**src/rtl/mmio_console.sv**
```systemverilog
// Memory-mapped console: TX character FIFO drained at a fixed rate,
// plus optional machine timer with interrupt (MMIO_CONSOLE_TIMER_EN).
//
// Ports:
//   clk, rst_n        clock, async active-low reset
//   valid_i, ready_o  bus request / one-cycle registered response
//   addr_i, wdata_i   byte address, write data
//   we_i              byte write enables (0 = read)
//   rdata_o           read data, valid while ready_o=1
//   tx_valid_o        one-cycle pulse per drained character
//   tx_data_o         drained character
//   irq_o             timer interrupt level (0 when timer not built)
module mmio_console #(
   parameter int          ADDR_WIDTH = 32,
   parameter int          WORD_WIDTH = 32,
   parameter logic [31:0] BASE_ADDR  = 32'h0000_3F00,
   parameter int          FIFO_DEPTH = 16,
   parameter int          DRAIN_DIV  = 4
) (
   input  logic                  clk,
   input  logic                  rst_n,
   input  logic                  valid_i,
   output logic                  ready_o,
   input  logic [ADDR_WIDTH-1:0] addr_i,
   input  logic [WORD_WIDTH-1:0] wdata_i,
   input  logic [3:0]            we_i,
   output logic [WORD_WIDTH-1:0] rdata_o,
   output logic                  tx_valid_o,
   output logic [7:0]            tx_data_o,
   output logic                  irq_o
);

   localparam int PW = $clog2(FIFO_DEPTH);
   localparam int LW = $clog2(FIFO_DEPTH) + 1;
   localparam int CW = (DRAIN_DIV > 1) ? $clog2(DRAIN_DIV) : 1;

   localparam logic [ADDR_WIDTH-1:0] BASE = ADDR_WIDTH'(BASE_ADDR);
   localparam logic [CW-1:0] CNT_LAST = CW'(DRAIN_DIV - 1);
   localparam logic [LW-1:0] LVL_FULL = LW'(FIFO_DEPTH);

   localparam logic [2:0] OFF_TX    = 3'd0;
   localparam logic [2:0] OFF_STAT  = 3'd1;
   localparam logic [2:0] OFF_MTIME = 3'd2;
   localparam logic [2:0] OFF_CMP   = 3'd3;
   localparam logic [2:0] OFF_CTRL  = 3'd4;

   logic [7:0]      mem [FIFO_DEPTH];
   logic [PW-1:0]   wr_ptr;
   logic [PW-1:0]   rd_ptr;
   logic [LW-1:0]   level;
   logic [CW-1:0]   cnt;
   logic [8:0]      level_ext;

   logic            hit;
   logic            req;
   logic            is_wr;
   logic            tx_wr;
   logic            full;
   logic            empty;
   logic            pop;
   logic            push;
   logic            accept;
   logic [2:0]      off;
   logic [7:0]      tx_char;
   logic [WORD_WIDTH-1:0] rd_val;
   logic            unused;

   assign unused = ^addr_i[1:0];

   // The cycle after an accept (ready_o high) never starts a new access.
   assign hit   = addr_i[ADDR_WIDTH-1:5] == BASE[ADDR_WIDTH-1:5];
   assign req   = valid_i && hit && !ready_o;
   assign off   = addr_i[4:2];
   assign is_wr = |we_i;
   assign tx_wr = req && is_wr && (off == OFF_TX);

   assign empty = level == '0;
   assign full  = level == LVL_FULL;
   assign pop   = (cnt == CNT_LAST) && !empty;

   // A full FIFO still takes a push when the head leaves the same cycle.
   assign push   = tx_wr && (!full || pop);
   assign accept = req && (!tx_wr || push);

   assign level_ext = 9'(level);

   always_comb begin
      tx_char = wdata_i[7:0];
      priority case (1'b1)
         we_i[0]: tx_char = wdata_i[7:0];
         we_i[1]: tx_char = wdata_i[15:8];
         we_i[2]: tx_char = wdata_i[23:16];
         we_i[3]: tx_char = wdata_i[31:24];
         default: tx_char = wdata_i[7:0];
      endcase
   end

`ifdef MMIO_CONSOLE_TIMER_EN
   logic [31:0] mtime;
   logic [31:0] mtimecmp;
   logic        ctrl_ie;
   logic        wr_mtime;
   logic        wr_cmp;
   logic        wr_ctrl;

   function automatic logic [31:0] be_merge(
      input logic [31:0] old,
      input logic [31:0] wd,
      input logic [3:0]  be
   );
      logic [31:0] r;
      r = old;
      for (int b = 0; b < 4; b++)
         if (be[b]) r[8*b +: 8] = wd[8*b +: 8];
      return r;
   endfunction

   assign wr_mtime = accept && is_wr && (off == OFF_MTIME);
   assign wr_cmp   = accept && is_wr && (off == OFF_CMP);
   assign wr_ctrl  = accept && is_wr && (off == OFF_CTRL);

   always_ff @(posedge clk or negedge rst_n) begin
      if (!rst_n) begin
         mtime    <= '0;
         mtimecmp <= '1;
         ctrl_ie  <= 1'b0;
         irq_o    <= 1'b0;
      end else begin
         if (wr_mtime)
            mtime <= be_merge(mtime, wdata_i, we_i);
         else
            mtime <= mtime + 32'd1;
         if (wr_cmp)
            mtimecmp <= be_merge(mtimecmp, wdata_i, we_i);
         if (wr_ctrl && we_i[0])
            ctrl_ie <= wdata_i[0];
         irq_o <= ctrl_ie && (mtime >= mtimecmp);
      end
   end
`else
   assign irq_o = 1'b0;
`endif

   always_comb begin
      rd_val = '0;
      case (off)
         OFF_STAT:
            rd_val = {16'b0, level_ext[7:0], 6'b0, full, empty};
`ifdef MMIO_CONSOLE_TIMER_EN
         OFF_MTIME: rd_val = mtime;
         OFF_CMP:   rd_val = mtimecmp;
         OFF_CTRL:  rd_val = {31'b0, ctrl_ie};
`endif
         default:   rd_val = '0;
      endcase
   end

   always_ff @(posedge clk or negedge rst_n) begin
      if (!rst_n) begin
         ready_o    <= 1'b0;
         rdata_o    <= '0;
         tx_valid_o <= 1'b0;
         tx_data_o  <= '0;
         wr_ptr     <= '0;
         rd_ptr     <= '0;
         level      <= '0;
         cnt        <= '0;
      end else begin
         ready_o <= accept;
         if (accept)
            rdata_o <= is_wr ? '0 : rd_val;

         if (cnt == CNT_LAST)
            cnt <= '0;
         else
            cnt <= cnt + 1'b1;

         tx_valid_o <= pop;
         if (pop) begin
            tx_data_o <= mem[rd_ptr];
            rd_ptr    <= rd_ptr + 1'b1;
         end
         if (push)
            wr_ptr <= wr_ptr + 1'b1;

         if (push && !pop)
            level <= level + 1'b1;
         else if (pop && !push)
            level <= level - 1'b1;
      end
   end

   always_ff @(posedge clk) begin
      if (push)
         mem[wr_ptr] <= tx_char;
   end

endmodule

```
**config.mk**
```make
export PLATFORM = sky130hd
export DESIGN_NAME = mmio_console
export DESIGN_NICKNAME = d
export VERILOG_FILES = /design/src/rtl/mmio_console.sv
export SDC_FILE = /design/constraint.sdc
export NUM_CORES = 1
export LEC_CHECK = 0
export ABC_AREA = 1
export CAP_MARGIN = 0
export CELL_PAD_IN_SITES_DETAIL_PLACEMENT = 0
export CELL_PAD_IN_SITES_GLOBAL_PLACEMENT = 1
export CORE_ASPECT_RATIO = 0.9
export CORE_MARGIN = 2
export CORE_UTILIZATION = 44
export CTS_BUF_LIST = sky130_fd_sc_hd__clkbuf_8
export CTS_CLUSTER_SIZE = 20
export DETAILED_ROUTE_END_ITERATION = 6
export PLACE_DENSITY = 0.91
export SYNTH_ARGS = -nofsm -noshare
export SYNTH_HDL_FRONTEND = slang
export SYNTH_SLANG_ARGS = --single-unit
export TNS_END_PERCENT = 10
```
**constraint.sdc**
```tcl
create_clock -name clk -period 2.7 [get_ports clk]
set_clock_uncertainty 0.05 [all_clocks]
set_input_delay 0.54 -clock clk [delete_from_list [all_inputs] [get_ports clk]]
set_output_delay 0.54 -clock clk [all_outputs]
set_load 0.05 [all_outputs]
```
==> implementation parameters <==
Parameter                              Value

Pwr
  Cell Pwr Density ... 529 nW/um^2
  Sw Share ... 21.6%
  Share of total power in combinational logic ... 7.4%
  Seq pwr share ... 55.3%
  Static leakage power ... 3.53 nW
  Psw ... 1.05 mW
  Total internal power ... 3.82 mW
  Worst IR drop on VDD ... 299 uV
  Relative contribution of the clock network to total power ... 37.4%

Flow run
  Total of max-cap violations ... 0

Logic synthesis
  Largest family of logic cells by synthesized area ... simple AND/OR/NAND/NOR gates
  Mapped Cells ... 727
  Avg Synthesized Cell Area ... 10.4 um^2
  Post-synth EDFFs ... 128
  Synth area leaders ... sky130_fd_sc_hd__edfxtp_1 51%, sky130_fd_sc_hd__dfrtp_1 11%, sky130_fd_sc_hd__nor2_1 7.1%
  Synth top area share ... 51.0%
  Register bit count reported by yosys ... 160
  Cell variety after synth ... 36
  Primary flip-flop cell chosen by synthesis mapping ... sky130_fd_sc_hd__edfxtp_1
  Share of synthesized cell area in and, or, nand and nor gates ... 18.1%
  Synth warnings ... 0
  Syn Std Cell Area ... 7540 um^2
  Synth Area in Adders ... 1.92%
  Xor and xnor area share after synthesis ... 0.813%
  Portion of netlist area occupied by mux cells ... 0%
  Share of the yosys chip area belonging to registers ... 61.6%
  Post-synthesis compound-gate area fraction ... 9.47%
  Top cell type by total area after synthesis ... sky130_fd_sc_hd__edfxtp_1
  Async set-reset flop share out of synthesis ... 20.0%

Setup path
  Type of element launching the critical path ... flop
  Cell breakdown of the critical path ... ha_1, or2_4, nor2_4, nor2_4, nand2_8, inv_6, ha_1, inv_1, ha_1, nand2_1, inv_1, o21ai_0, nand2_1, o21ai_0, a21oi_1, a21oi_1
  Slowest stage delay, CP ... 0.39 ns
  Signal arrival time at the worst endpoint ... 2.87 ns
  Slowest library cell on the worst path ... sky130_fd_sc_hd__dfrtp_1
  Cells on worst reg2reg path ... 16
  Req. time, crit path ... 3.03 ns
  Worst-path maximum fanout ... 4
  Most repeated library cell on the critical path ... sky130_fd_sc_hd__ha_1
  CP endpoint kind ... flop
  Type of the setup path with the least slack ... reg2reg

Floorplan
  Core area ... 16800 um^2
  Die height ... 128 um
  Floorplan die area ... 18200 um^2
  Number of placement rows ... 45
  Ports placed on the boundary ... 114
  Starting density of the core ... 44.8%
  Die extent in x ... 142 um

STA
  Fin worst setup slack ... 0.160 ns
  Setup repair after global routing missed its margin ... no
  Clock period minus worst slack ... 2.54 ns
  Slew HR ... 63.0%
  Highest attainable clock frequency ... 0.394 GHz
  Final cycle utilization of the critical path ... 94.1%
  Number of endpoints with negative hold slack in the final report ... 0
  Measured slew at the worst slew-check pin ... 0.554 ns
  Endpoints failing setup ... 0
  Final number of max-transition violations ... 0

Placed design
  Half-perimeter wire length after placement ... 11.5 mm
  # port buffers ... 85
  Final RePlAce weighted congestion ... 0.798
  Worst-case setup slack after placement ... -0.313 ns

GRT
  Combined global-route utilization of all metal layers ... 19.6%
  Wire length of the first global-routing pass ... 27.1 mm
  Sum of overflow across all layers after global routing ... 0
  Via count of the first global-routing pass ... 5286
  Initial antenna violation count ... 0
  Maximum number of pins on one net before global-route repair ... 68

Layout
  Signed area change from the synthesized netlist to the final layout ... 22.1%
  Net count, final ... 935
  Fillcell total ... 1478
  Layout cell share with drive strength beyond 1 ... 12.4%
  Final cell utilization of the core ... 54.7%
  Diode count ... 0

Clock network
  Number of gates resized after CTS ... 0
  Number of clock sinks ... 160
  Root Buffer Master ... sky130_fd_sc_hd__clkbuf_8
  Inserted Clock Buffers ... 17
  Number of buffers on the longest clock path ... 2
  Clk Latency, worst-skew pair ... 0.45 ns
  CTS H-Tree Depth ... 4
  TritonCTS clock tree ... done
  Clock slew at the register clock pins of the worst setup and hold paths ... 0.08 ns
  Setup Fix Bufs, Post-CTS ... 0
  Number of hold buffers added after cts ... 0

Drt
  Number of nets still failing antenna checks after routing ... 0
  Average via count per standard cell ... 5.02
  Remaining design rule violation count ... 0
  Iteration-0 DRC Markers ... 414
  Vias ... 5410
  Average detailed-routed wire length per instance ... 15.8 um
  Detailed-routing iteration count for the pre-antenna-repair pass ... 4
  Sum of routed wire length over all layers ... 17.0 mm

Status
  Result of the run ... complete, no violations

Min path
  Class of the tightest hold or removal check ... reg2reg
  Cell depth of the worst min-delay path ... 1
==> logic make-up (layout without fill, tap and decap cells) <==
logic type / after synthesis / count (layout)
other: 1 / 26
xor gates and xnor gates: 7 / 7
buffers and inverters: 110 / 224
DFF: 160 / 160
and+or+nand+nor: 316 / 316
AOI/OAI and AO/OA: 122 / 122
adders and majority gates: 11 / 11
==> worst paths after layout <==
check                       start          end  slack [ns]
max                        cnt[0]     level[3]        0.16
min                        cnt[0]       cnt[0]        0.39
max reg2reg                cnt[0]     level[3]        0.16
min reg2reg                cnt[0]       cnt[0]        0.39
max in group asynchronous   rst_n    rd_ptr[0]        1.84
min in group asynchronous   rst_n  rdata_o[11]        0.44
==> state kept, by name, summed over array words and instances, names as in the netlist <==
register and cells:
mem 128, tx_data_o 8, rdata_o 7, level 5, rd_ptr 4, wr_ptr 4
cnt 2, ready_o 1, tx_valid_o 1
==> power groups by stage <==
stage	clock, mW	sequential [mW]	combinational [mW]
6_report	1.82	2.69	0.360
5_1_grt	1.95	2.69	0.393
4_1_cts	1.85	2.69	0.362
3_5_place_dp	0	2.75	0.361
3_3_place_gp	0	2.75	0.353
2_1_floorplan	0	2.75	0.193
==> layer usage <==
layer  share of wire (%)  global-route usage, %
met5                   0                      0
met4                 1.2                   5.76
met3                 5.6                   4.22
met2                  48                   33.1
met1                  45                   25.5
==> synthesized netlist by cell type (2+ instances only) <==
cell type / number
sky130_fd_sc_hd__nor2_4: 3
sky130_fd_sc_hd__o211ai_1: 37
sky130_fd_sc_hd__dfrtp_1: 32
sky130_fd_sc_hd__inv_2: 5
sky130_fd_sc_hd__a21oi_1: 6
sky130_fd_sc_hd__buf_4: 31
sky130_fd_sc_hd__o311ai_0: 3
sky130_fd_sc_hd__clkbuf_1: 6
sky130_fd_sc_hd__inv_1: 44
sky130_fd_sc_hd__buf_6: 7
sky130_fd_sc_hd__clkinv_1: 2
sky130_fd_sc_hd__edfxtp_1: 128
sky130_fd_sc_hd__ha_1: 10
sky130_fd_sc_hd__buf_2: 12
sky130_fd_sc_hd__nor3_1: 2
sky130_fd_sc_hd__nand2_2: 4
sky130_fd_sc_hd__nand3_2: 2
sky130_fd_sc_hd__nand4_1: 6
sky130_fd_sc_hd__nand3_1: 40
sky130_fd_sc_hd__xor2_1: 6
sky130_fd_sc_hd__nand2_1: 111
sky130_fd_sc_hd__o21ai_1: 20
sky130_fd_sc_hd__o21ai_0: 56
sky130_fd_sc_hd__nor2_1: 142
==> through the flow <==
step	hold WS [ns]	TNS [ns]	std cells	cell area (um^2)	power, mW
4_1_cts	0.390	0	1077	9200	4.90
3_3_place_gp	0.363	-0.560	1045	8790	3.10
2_1_floorplan	0.194	0	752	7640	2.94
6_report	0.385	0	1077	9210	4.87
5_1_grt	0.403	0	1077	9210	5.03
3_5_place_dp	0.377	-0.710	1045	8790	3.11
==> layout make-up <==
type | count | area [um^2] | share of cell area [%]
multi-input combinational | 482 | 2420 | 26.2
clock inverter | 15 | 175 | 1.90
timing repair buffer | 139 | 1270 | 13.8
sequential | 160 | 4650 | 50.4
clock buffer | 17 | 234 | 2.54
tap | 211 | 264 | 2.87
inverter | 53 | 206 | 2.24
==> layout by cell type, fill, tap and decap left out, types with 2 or more instances in the layout <==
cell type                         netlist  layout
sky130_fd_sc_hd__clkinv_1               2       7
sky130_fd_sc_hd__o211ai_1              37      37
sky130_fd_sc_hd__xor2_1                 6       6
sky130_fd_sc_hd__o21ai_1               20      20
sky130_fd_sc_hd__buf_4                 31      53
sky130_fd_sc_hd__nand2_1              111     111
sky130_fd_sc_hd__a21oi_1                6       5
sky130_fd_sc_hd__inv_1                 44      46
sky130_fd_sc_hd__clkbuf_8               0      17
sky130_fd_sc_hd__nand2_2                4       4
sky130_fd_sc_hd__nand4_1                6       6
sky130_fd_sc_hd__nor2_1               142     142
sky130_fd_sc_hd__conb_1                 1      26
sky130_fd_sc_hd__o311ai_2               0       3
sky130_fd_sc_hd__ha_1                  10      10
sky130_fd_sc_hd__edfxtp_1             128     128
sky130_fd_sc_hd__o21ai_0               56      56
sky130_fd_sc_hd__nand3_1               40      40
sky130_fd_sc_hd__dfrtp_1               32      31
sky130_fd_sc_hd__nor2_4                 3       3
sky130_fd_sc_hd__nor3_1                 2       2
sky130_fd_sc_hd__inv_6                  1       2
sky130_fd_sc_hd__nand3_2                2       2
sky130_fd_sc_hd__bufinv_16              0       4
sky130_fd_sc_hd__inv_2                  5       5
sky130_fd_sc_hd__clkdlybuf4s50_1        0      85
sky130_fd_sc_hd__clkinvlp_4             0       2
==> worst max-delay path, delay by kind of cell (launching register included) <==
| family | cells | cell delay (ns) |
|---|---|---|
| adders and majority gates | 3 | 0.66 |
| AOI/OAI and AO/OA | 4 | 0.46 |
| DFF | 1 | 0.39 |
| and+or+nand+nor | 6 | 0.72 |
| buffers and inverters | 3 | 0.20 |
(Power assumes the default switching activity.)
